`src/rtl/cordic_fixedpoint_iteration_ctrl.sv`:
```
`default_nettype none
// ============================================================================
// Module   : cordic_fixedpoint_iteration_ctrl
// Purpose  : Sequencer for the CORDIC phase-update and X/Y rotation datapath.
//            Optional macro CORDIC_CTRL_ABORT_EN adds the iAbort input.
// Revision : 1.0  initial release
// ============================================================================
module cordic_fixedpoint_iteration_ctrl #(
   parameter int N_ITER = 16
) (
   input  logic        iClk,
   input  logic        iReset_n,
   input  logic        iStart_valid,
   output logic        oStart_ready,
   input  logic [21:0] iPhase_in,
   output logic        oPhase_init_flag,
   output logic [21:0] oPhase_normalize,
   output logic [3:0]  oPhase_addr,
   input  logic        iPhase_sign,
   output logic        oRot_en,
   output logic        oRot_dir,
   output logic        oBusy,
   output logic        oDone_valid,
   input  logic        iDone_ready
`ifdef CORDIC_CTRL_ABORT_EN
   ,
   input  logic        iAbort
`endif
);

   localparam logic [1:0] ST_IDLE = 2'd0;
   localparam logic [1:0] ST_INIT = 2'd1;
   localparam logic [1:0] ST_ITER = 2'd2;
   localparam logic [1:0] ST_DONE = 2'd3;

   localparam logic [3:0] ITER_LAST = 4'(N_ITER - 1);

   logic [1:0]  state_q,     state_d;
   logic [3:0]  iter_cnt_q,  iter_cnt_d;
   logic [21:0] phase_cap_q, phase_cap_d;

   always_ff @(posedge iClk) begin
      if (!iReset_n) begin
         state_q     <= ST_IDLE;
         iter_cnt_q  <= 4'd0;
         phase_cap_q <= 22'd0;
      end else begin
         state_q     <= state_d;
         iter_cnt_q  <= iter_cnt_d;
         phase_cap_q <= phase_cap_d;
      end
   end

   always_comb begin
      state_d     = state_q;
      iter_cnt_d  = iter_cnt_q;
      phase_cap_d = phase_cap_q;
      case (state_q)
         ST_IDLE: begin
            if (iStart_valid) begin
               phase_cap_d = iPhase_in;
               iter_cnt_d  = 4'd0;
               state_d     = ST_INIT;
            end
         end
         ST_INIT: begin
            state_d = ST_ITER;
         end
         ST_ITER: begin
            // Counter parks on the last address so it is never stepped past the ROM.
            if (iter_cnt_q == ITER_LAST) begin
               state_d = ST_DONE;
            end else begin
               iter_cnt_d = iter_cnt_q + 4'd1;
            end
         end
         ST_DONE: begin
            if (iDone_ready) begin
               state_d = ST_IDLE;
            end
         end
         default: begin
            state_d = ST_IDLE;
         end
      endcase
`ifdef CORDIC_CTRL_ABORT_EN
      if (iAbort && ((state_q == ST_INIT) || (state_q == ST_ITER))) begin
         state_d    = ST_IDLE;
         iter_cnt_d = 4'd0;
      end
`endif
   end

   always_comb begin
      oStart_ready     = 1'b0;
      oPhase_init_flag = 1'b0;
      oPhase_addr      = 4'd0;
      oRot_en          = 1'b0;
      oRot_dir         = 1'b0;
      oBusy            = 1'b1;
      oDone_valid      = 1'b0;
      oPhase_normalize = phase_cap_q;
      case (state_q)
         ST_IDLE: begin
            oStart_ready = 1'b1;
            oBusy        = 1'b0;
         end
         ST_INIT: begin
            oPhase_init_flag = 1'b1;
         end
         ST_ITER: begin
            // Sign passes straight through; the X/Y register stage closes the path.
            oRot_en     = 1'b1;
            oPhase_addr = iter_cnt_q;
            oRot_dir    = iPhase_sign;
         end
         ST_DONE: begin
            oDone_valid = 1'b1;
         end
         default: begin
            oBusy = 1'b1;
         end
      endcase
   end

endmodule
`default_nettype wire

```
`config.mk`:
```
export PLATFORM = sky130hd
export DESIGN_NAME = cordic_fixedpoint_iteration_ctrl
export DESIGN_NICKNAME = d
export VERILOG_FILES = /design/src/rtl/cordic_fixedpoint_iteration_ctrl.sv
export SDC_FILE = /design/constraint.sdc
export NUM_CORES = 1
export LEC_CHECK = 0
export ABC_AREA = 1
export CAP_MARGIN = 10
export CELL_PAD_IN_SITES_DETAIL_PLACEMENT = 0
export CELL_PAD_IN_SITES_GLOBAL_PLACEMENT = 2
export CORE_ASPECT_RATIO = 1.5
export CORE_MARGIN = 2
export CORE_UTILIZATION = 21
export CTS_BUF_LIST = sky130_fd_sc_hd__clkbuf_8
export CTS_CLUSTER_DIAMETER = 60
export DETAILED_ROUTE_END_ITERATION = 8
export PLACE_DENSITY = 0.76
export SKIP_CTS_REPAIR_TIMING = 1
export SYNTH_ARGS = -nofsm -noshare
export SYNTH_HDL_FRONTEND = slang
export SYNTH_SLANG_ARGS = --single-unit
export TNS_END_PERCENT = 5
```
`constraint.sdc`:
```
create_clock -name iClk -period 1.7 [get_ports iClk]
set_input_delay 0.17 -clock iClk [delete_from_list [all_inputs] [get_ports iClk]]
set_output_delay 0.17 -clock iClk [all_outputs]
set_load 0.005 [all_outputs]
```
* Yosys cells after proc, flatten, opt, wreduce, memory -nomap -nowiden
Index checks and enable logic that the tools add are counted.
** Storage, ports and cells
- Register bits after elaboration :: 28
- Bits of input ports :: 27
** Operators by class
- Add/subtract/negate cells :: 1
- Equal/unequal tests :: 8
- Multiplexer cells :: 14
- Reductions and logical operators :: 5
** Operator list (count)
- $mux W4 :: 3
- $ne A2 B2 Y1 const B :: 4
- $pmux W2 S4 :: 1
- $pmux W4 S2 :: 1
- $mux W1 :: 6
- $mux W2 :: 3
- $reduce_and A3 Y1 :: 2
- $add A4 B1 Y4 const B :: 1
- $eq A2 B2 Y1 const B :: 2
- $eq A4 B4 Y1 const B :: 1
- $eq A2 B1 Y1 const B :: 1
- $logic_not A2 Y1 :: 1
- $reduce_and A2 Y1 :: 1
- $reduce_bool A2 Y1 :: 1

* Logic depth before layout (Yosys ltp)
- Depth in word-level cells :: 3
- Gate-level depth with buffers :: 9
- Mapped depth without buffers :: 9

* Worst setup path after synthesis
No wires, ideal clock.
- Path kind :: register to register
- Start point :: register state_q[0]
- End point :: register iter_cnt_q[0]
- Data arrival time :: 1.209 ns
- Required time :: 1.586 ns
- Setup slack :: 0.377 ns
- Cell stages (with the launch flop) :: 10
- Buffers on the path :: 1
- Cells stage by stage :: dfxtp_1 inv_1 ha_1 buf_6 nand2_2 nand3_2 nand2_2 nand2_1 nand2_1 nor2_1
** On the way
- Cells in the longest elaborated chain, start to end :: 3
- Elaborated cells on any way between the ends :: 7
- Classes of those cells :: eq/ne: 3; mux: 1; reduce/logical: 3
** RTL lines
- start: declaration :: line 38 : logic [1:0] state_q, state_d;
- start signal: assignment :: line 48 : state_q <= state_d;
- $eq A2 B2 Y1 or $logic_not A2 Y1 (tied branches) :: line 58 : case (state_q)
- $ne A2 B2 Y1 (no line) or $reduce_bool A2 Y1 (tied branches)
- $reduce_and A3 Y1 (no line)
- end signal: assignment :: line 49 : iter_cnt_q <= iter_cnt_d;
- end: declaration :: line 39 : logic [3:0] iter_cnt_q, iter_cnt_d;
Parallel ways exist; a longest one is shown, timed or not.
A chain may end at the register's enable or synchronous reset.

* Final worst setup path
- Start point :: register state_q[0]
- End point :: output port oPhase_addr[2]
** On the way
- Cells in the longest elaborated chain, start to end :: 2
** RTL lines
- $eq A2 B2 Y1 :: line 103 : case (state_q)
- $mux W4 :: line 103
- end: declaration :: line 18 : output logic [3:0] oPhase_addr,
No other way between the ends.

==> metrics.md <==
| Metric | Value |
|---|---|
| Status | `complete, no violations` |
| Final setup vio count | `0` |
| Htree depth | `1` |
| Post-DRT Antenna Nets | `0` |
| Area after DPL | `1880 um^2` |
| Diodes inserted | `0` |
| RD Place Congestion | `0.689` |
| Max-slew violations | `0` |
| FF+latch count, synth | `28` |
| Synthesized Nets | `203` |
| First-pass GRT wire length | `5030 um` |
| Leak Pwr | `0.833 nW` |
| Setup CP Type | `flip-flop to output pin` |
| Gr usage total | `9.92%` |
| Slew @ Worst Pin | `383 ps` |
| First DRT Iteration DRCs | `40` |
| Clk sinks | `28` |
| Core area | `5740 um^2` |
| Crit path capture | `oPhase_addr[2]` |
| Most common cell after layout, fill and taps aside | `clkdlybuf4s50_1` |
| Maximum clock rate | `600 MHz` |
| Final hold vios | `0` |
| Std cell rows | `34` |
| Layout cells sized above 1 | `8.33%` |
| Crit share post-route | `98.0%` |
| Tmin final | `1670 ps` |
| Crit Path Max Fanout | `8` |
| Crit end category | `output pin` |
| Slew HR | `74.4%` |
| WP data required | `1530 ps` |
| Overall power | `2.99 mW` |
| Routed wire per std cell | `10.6 um` |
| WP data arrival | `1500 ps` |
| R2R depth | `9` |
| Register area share after synthesis | `45.3%` |
| CTS max path bufs | `2` |
| DP Wirelength | `2380 um` |
| Most frequent cells in the layout | `58 x clkdlybuf4s50_1, 52 x nor2_1, 26 x dfxtp_1` |
| FF-to-FF Start | `state_q[0]` |
| Syn Inst Count | `170` |
| Yosys cell types | `19` |
| DR vias | `1,208` |
| TritonCTS Buffers | `3` |
| Final Instance Area | `1980 um^2` |
| Drc violations | `0` |
| Initial antenna violation count | `0` |
| Vias in the first global route | `1,154` |
| Gr ovfl total | `0` |
| Setup slack, reg-to-reg | `340 ps` |
| Final Util | `34.5%` |
| # port buffers | `58` |
| Clk slew on worst S/H paths | `100 ps` |
| Clk_lat worst skew | `270 ps` |
| Root buffer cell | `clkbuf_8` |
| I/O pin total | `59` |
| CTS tree | `built` |
| Yosys warning count | `0` |
| Fillers | `625` |
| HP Class | `input port to flip-flop` |
| Vias per cell | `4.03` |
| CP startpoint | `state_q[0]` |
| Initial Util | `21.5%` |
| RSZ-0062 raised after global routing | `yes` |
| Setup crit start kind | `flip-flop` |
| Post-Syn Area | `1240 um^2` |
| Worst Skew | `2.10 ps` |
| Drt first pass iters | `4` |
| MaxCap Viol Count | `0` |
| Die Y | `98.0 um` |
| Layout net count | `262` |
| P per Cell Area | `1510 nW/um^2` |
| Worst R2R End | `iter_cnt_q[0]` |
| Die Wd | `66.6 um` |
| Die ar. | `6530 um^2` |
| Max IR drop VDD | `0.000357 V` |
| Area Overhead vs Synth | `60.2%` |
| Routed wire length | `3170 um` |
| Avg Cell Area, Syn | `7.27 um^2` |
| Pin count of the biggest net entering global routing | `29` |
==> worst min path at each step <==
stage / slack [ps] / cells after the start / to / start
5_1_grt: 480 / 3 / oPhase_normalize[3] / iPhase_in[3]
2_1_floorplan: 320 / 2 / oPhase_normalize[10] / iPhase_in[10]
4_1_cts: 470 / 3 / oPhase_normalize[4] / iPhase_in[4]
3_5_place_dp: 470 / 2 / oPhase_normalize[13] / oPhase_normalize[13]
3_3_place_gp: 460 / 2 / oPhase_normalize[12] / oPhase_normalize[12]
6_report: 480 / 3 / oPhase_normalize[3] / iPhase_in[3]
==> critical path, cell delays in order (launching register included) <==
cell and delay, ps:
dfxtp_2 360, inv_4 80, ha_4 170, nand2_1 70, inv_1 50, clkdlybuf4s50_1 480
==> cell usage after synthesis <==
master,count,area [um^2]
nand2_1,20,75.1
dfxtp_1,28,561
clkbuf_2,1,5.00
nand4_1,1,6.26
o21ai_0,4,20.0
a21oi_1,3,15.0
or2_0,1,6.26
clkbuf_8,1,13.8
nand3_2,1,10.0
inv_2,1,3.75
nand3_1,5,25.0
buf_2,3,15.0
nor2_1,52,195
ha_1,6,75.1
nand2_2,3,18.8
o21ai_1,21,105
buf_4,2,15.0
inv_1,16,60.1
buf_6,1,11.3
==> where the power goes <==
part	internal [mW]	leakage (nW)	switching (mW)
Clock	0.315	0.0357	0.215
Sequential	0.863	0.232	0.147
Combinational	0.750	0.565	0.696
Total	1.93	0.833	1.06
==> area by class of cell <==
cell class	instances	area (um^2)	area share [%]
clock buffer	3	41.3	2.08
clock inverter	1	30.0	1.52
inverter	17	66.3	3.35
multi-input combinational	117	577	29.1
sequential	28	566	28.6
tap	72	90.1	4.55
timing repair buffer	62	611	30.8
==> logic make-up after synthesis <==
| group | Yosys count | share of synthesized area, % |
|---|---|---|
| buffers and inverters | 25 | 10.0 |
| AO/OA/AOI/OAI | 28 | 11.3 |
| adder cells (fa/ha/maj) | 6 | 6.07 |
| flip-flops | 28 | 45.3 |
| AND/OR/NAND/NOR | 83 | 27.2 |
==> routing by layer <==
layer	wire length [um]	GRT usage (%)
met3	132	1.04
met4	59	4.71
met2	1660	18.4
met5	0	0
met1	1320	10.8
==> flip-flops by register name (all words and copies together) (netlist names) <==
name and flops:
iter_cnt_q 4, oPhase_normalize 22, state_q 2
==> through the flow <==
stage	setup WS, ps	TNS, ps	hold slack (ps)	std cells
detailed placement	128	0	470	296
finish	34.1	0	481	300
global route	-71.0	-274	484	300
CTS	-196	-1160	472	300
global placement	158	0	463	296
floorplan	377	0	319	170
Power figures use the tool's default switching activity.
==> variant 1, RTL diff (same flow settings) <==
Set the parameter `N_ITER` to 8 (it was 16).
--- a/src/rtl/cordic_fixedpoint_iteration_ctrl.sv
+++ b/src/rtl/cordic_fixedpoint_iteration_ctrl.sv
@@ -6,7 +6,7 @@
 // Revision : 1.0  initial release
 // ============================================================================
 module cordic_fixedpoint_iteration_ctrl #(
-   parameter int N_ITER = 16
+   parameter int N_ITER = 8
 ) (
    input  logic        iClk,
    input  logic        iReset_n,
Function: same outputs for any inputs over 10 cycles, from zero or initial values and one cycle with iReset_n low; that may be too few to reach the edited logic, so the function may still have changed.
==> variant 1 against the unedited design <==
Cell area up 2.2%; critical path depth down 1; sequential cell count unchanged; total power up 2.3%; register-to-register slack about the same; wire length up 7.0%; synthesized area up 2.6%; highest routed layer unchanged; worst setup slack better by 35 ps.
==> variant 1: results (changes against the unedited design) <==
status finished clean; Layout fillers 631 (+0.96%); clk slew on worst S/H paths 100 ps (about the same); Synth Flop Type dfxtp_1; most frequent cells after synthesis nor2_1 (52), dfxtp_1 (28), o21ai_0 (22), nand2_1 (18), inv_1 (13); Yosys warnings 0 (unchanged); worst vdd rail ir drop 0.000508 V (+42%); first-iteration detailed-routing DRC count 28 (-30%); Distinct cells, synth 21 (+2); Worst Hold Class flop to flop; vias per cell 4.09 (+1.6%); PortBufs 58 (unchanged); Leakage 0.947 nW (+14%); H-tree Lvls 1 (unchanged); met1 GRT Util 12.7% (+1.9 points); Avg WL per Cell 11.3 um (+6.6%); Post-Route Skew 2.13 ps (+0.0328 ps); GPL Wtd Cong 0.729 (+5.8%); GRT met2 Usage 19.3% (+0.92 points); Post-layout nets 263 (+0.38%); DP HPWL 2500 um (+5.0%); largest cells by area after synthesis dfxtp_1 (44%), nor2_1 (15%), o21ai_0 (8.7%), ha_1 (5.9%), nand2_1 (5.3%); Rel. slew slack 73.1% (-1.4 points); share of the yosys chip area belonging to registers 44.2% (-1.2 points); pin count of the biggest net entering global routing 29 (unchanged); first-pass detailed-route iteration total 3 (-1); first-pass GRT wire length 5550 um (+10%); Clock Latency Late Sink 270 ps (about the same); layout cell share with drive strength beyond 1 10.9% (+2.6 points); met3 usage 0.792% (-0.25 points); via count of the first global-routing pass 1,189 (+3.0%); slowest stage delay, CP between 400 and 500 ps; Setup Slack @ Placement 90.4 ps (-37.7 ps); worst-path maximum fanout 5 (-3); gr usage total 10.6% (+0.65 points)
[variant 1: final timing paths]
| kind | startpoint | slack (ps) | cells past startpoint | end |
|---|---|---|---|---|
| setup / recovery | state_q[1] | 70 | 4 | oBusy |
| hold / removal | oPhase_normalize[19] | 490 | 2 | oPhase_normalize[19] |
| hold reg to reg | oPhase_normalize[19] | 490 | 2 | oPhase_normalize[19] |
| setup reg to reg | state_q[1] | 340 | 6 | oPhase_normalize[10] |
[variant 1: stage by stage]
stage / hold slack [ps] / util (%) / std cells / setup TNS (ps) / area, sq um
after floorplan: 318 / - / 170 / 0 / 1270
after global placement: 463 / 32.5 / 295 / 0 / 1900
after detailed placement: 472 / 32.5 / 295 / 0 / 1900
after CTS: 494 / 33.7 / 299 / -1270 / 1970
after global routing: 511 / 34.7 / 301 / 0 / 2020
final: 487 / 34.7 / 301 / 0 / 2020
[variant 1: final cells by class]
class,instances,share of cell area [%]
Inverter,15,3.03
Multi-Input combinational cell,119,30.0
Clock inverter,1,1.48
Clock buffer,3,2.04
Sequential cell,28,27.9
Tap cell,72,4.45
Timing Repair Buffer,63,31.0
[variant 1: cell families (layout without fill, tap and decap cells)]
logic type	after synthesis	count (layout)	share of synthesized area [%]
AOI/OAI and AO/OA	27	27	10.7
adders and majority gates	6	6	5.92
buffers and inverters	23	82	9.86
DFF	28	28	44.2
and+or+nand+nor	86	86	29.3
[variant 1: per-layer routing]
layer / wire (um) / part of all wire (%) / vias to the layer above
li1: - / - / 649
met1: 1370 / 41 / 557
met2: 1870 / 55 / 24
met3: 102 / 3.0 / 2
met4: 38 / 1.1 / 0
met5: 0 / 0 / -
[variant 1: report_power, final]
group	switching, mW	internal (mW)
Clock	0.212	0.315
Combinational	0.738	0.788
Sequential	0.141	0.862
Total	1.09	1.96
==> variant 2, RTL diff (same settings) <==
Made on the original files. Reset style: asynchronous (`iReset_n`), changed in one clocked block.
--- a/src/rtl/cordic_fixedpoint_iteration_ctrl.sv
+++ b/src/rtl/cordic_fixedpoint_iteration_ctrl.sv
@@ -39,7 +39,7 @@
    logic [3:0]  iter_cnt_q,  iter_cnt_d;
    logic [21:0] phase_cap_q, phase_cap_d;
 
-   always_ff @(posedge iClk) begin
+   always_ff @(posedge iClk or negedge iReset_n) begin
       if (!iReset_n) begin
          state_q     <= ST_IDLE;
          iter_cnt_q  <= 4'd0;
Behaviour: differs if iReset_n is asserted again (counterexample within 4 cycles, from zero or initial values and one cycle with iReset_n low); with iReset_n held inactive, the same outputs for 10 cycles.
==> variant 2 against the unedited design <==
Worst setup slack better by 41 ps; non-clock buffer count grew 2; cell area grew 11%; wire length rose by 0.57%; sequential cell count unchanged; critical path type unchanged; total power increased by 22%; synthesized area increased by 11%; sequential share of layout area grew 3.5 points.
==> variant 2: results (changes against the unedited design) <==
status finished clean; worst-case clock buffer depth 2 (unchanged); Distinct cells, synth 16 (-3); most frequent cells after synthesis dfrtp_1 (28), nand2_1 (28), mux2_4 (20), inv_1 (13), nor2_1 (9); Post-Route Skew 4.82 ps (+2.72 ps); Crit-path slowest cell clkdlybuf4s50_1; PortBufs 58 (unchanged); Worst R2R Path Depth 6 (-3); crit path from state_q[1]; WP data arrival 1450 ps (-50 ps); share of the yosys chip area belonging to registers 50.9% (+5.6 points); gr usage total 8.73% (-1.2 points); Layout fillers 671 (+7.4%); setup TNS 0 ps (unchanged); Largest register FFs 22 (unchanged); layout cell share with drive strength beyond 1 21.6% (+13 points); Root Buffer clkbuf_8; worst-margin pin slew 378 ps (-4.35 ps); Syn Nets 153 (-25%); GPL Wtd Cong 0.790 (+15%); met1 GRT Util 10.8% (-0.032 points); GRT met2 Usage 14.7% (-3.7 points); ys async rst share 100% (+100 points); worst vdd rail ir drop 0.000635 V (+78%); DP HPWL 2310 um (-3.2%); Num CTS Buffers 3 (unchanged); worst-path maximum fanout 4 (-4); met3 usage 2.64% (+1.6 points); FF-to-FF End oPhase_normalize[1]; Fin Hold WS 264 ps (-218 ps); clk slew on worst S/H paths 100 ps (about the same); first-iteration detailed-routing DRC count 33 (-18%); final instance area 2190 sq um (+11%); via count of the first global-routing pass 1,010 (-12%); Synth Flop Type dfrtp_1; r2r startpoint state_q[0]; R2R Setup Slk 140 ps (-200 ps); Cell Area, Placed 2080 sq um (+11%); first-pass GRT wire length 4980 um (-0.97%); Post-layout nets 219 (-16%); largest cells by area after synthesis dfrtp_1 (51%), mux2_4 (22%), nand2_1 (7.6%), ha_1 (5.5%), inv_1 (3.5%); Setup Slack @ Placement 60.3 ps (-67.7 ps); Avg WL per Cell 12.2 um (+16%); initial antenna violation count 0 (unchanged); H-tree Lvls 1 (unchanged); vias post-DR 1,020 (-16%); Yosys warnings 0 (unchanged); Leakage 1.17 nW (+41%); Worst Hold Class input port to async pin
## variant 2: cell count changes after synthesis, moves of 3 or more
cell / change
nor2_1: -43
dfrtp_1: +28
dfxtp_1: -28
o21ai_1: -21
mux2_4: +20
nand2_1: +8
inv_1: -3
o21ai_0: -3
## variant 2: power by group
| part | leakage [nW] | internal (mW) | switching [mW] |
|---|---|---|---|
| sequential | 0.338 | 0.983 | 0.213 |
| clock | 0.0357 | 0.315 | 0.220 |
| combinational | 0.799 | 1.25 | 0.650 |
## variant 2: kinds of logic after synthesis
group / count (synthesis) / share of synthesized area, %
compound gates: 2 / 0.727
fa+ha+maj: 6 / 5.45
buf+inv: 16 / 5.55
flops: 28 / 50.9
mux: 22 / 23.5
simple gates: 46 / 13.9
## variant 2: metrics by stage
step	power, mW	cells
6_report	3.64	261
5_1_grt	3.91	261
4_1_cts	3.69	261
3_5_place_dp	3.12	257
3_3_place_gp	3.11	257
2_1_floorplan	2.13	120
## variant 2: worst max-delay path by stage
| stage | depth (start not counted) | to | slack [ps] |
|---|---|---|---|
| 2_1_floorplan | 5 | oPhase_normalize[10] | 280 |
| 3_3_place_gp | 5 | oPhase_addr[1] | 70 |
| 3_5_place_dp | 5 | oPhase_addr[1] | 60 |
| 4_1_cts | 5 | oPhase_addr[1] | -270 |
| 5_1_grt | 3 | oPhase_init_flag | 7 |
| 6_report | 3 | oPhase_init_flag | 80 |
## variant 2: cell type report
type	count	share of cell area, %
Clock buffer	3	1.89
Inverter	13	2.23
Tap cell	76	4.34
Multi-Input combinational cell	76	28.1
Clock inverter	1	1.37
Timing Repair Buffer	64	30.1
Sequential cell	28	32.1
## variant 2: per-layer routing
layer	wire length, um	vias up	part of all wire (%)
li1	-	508	-
met1	1390	481	44
met2	1570	29	49
met3	207	2	6.5
met4	20	0	0.63
met5	0	-	0
## variant 2: worst max-delay path, delay by kind of cell, from the launching register on
kind,cells,cell delay (ps)
buf+inv,2,570
flops,1,460
fa+ha+maj,1,150
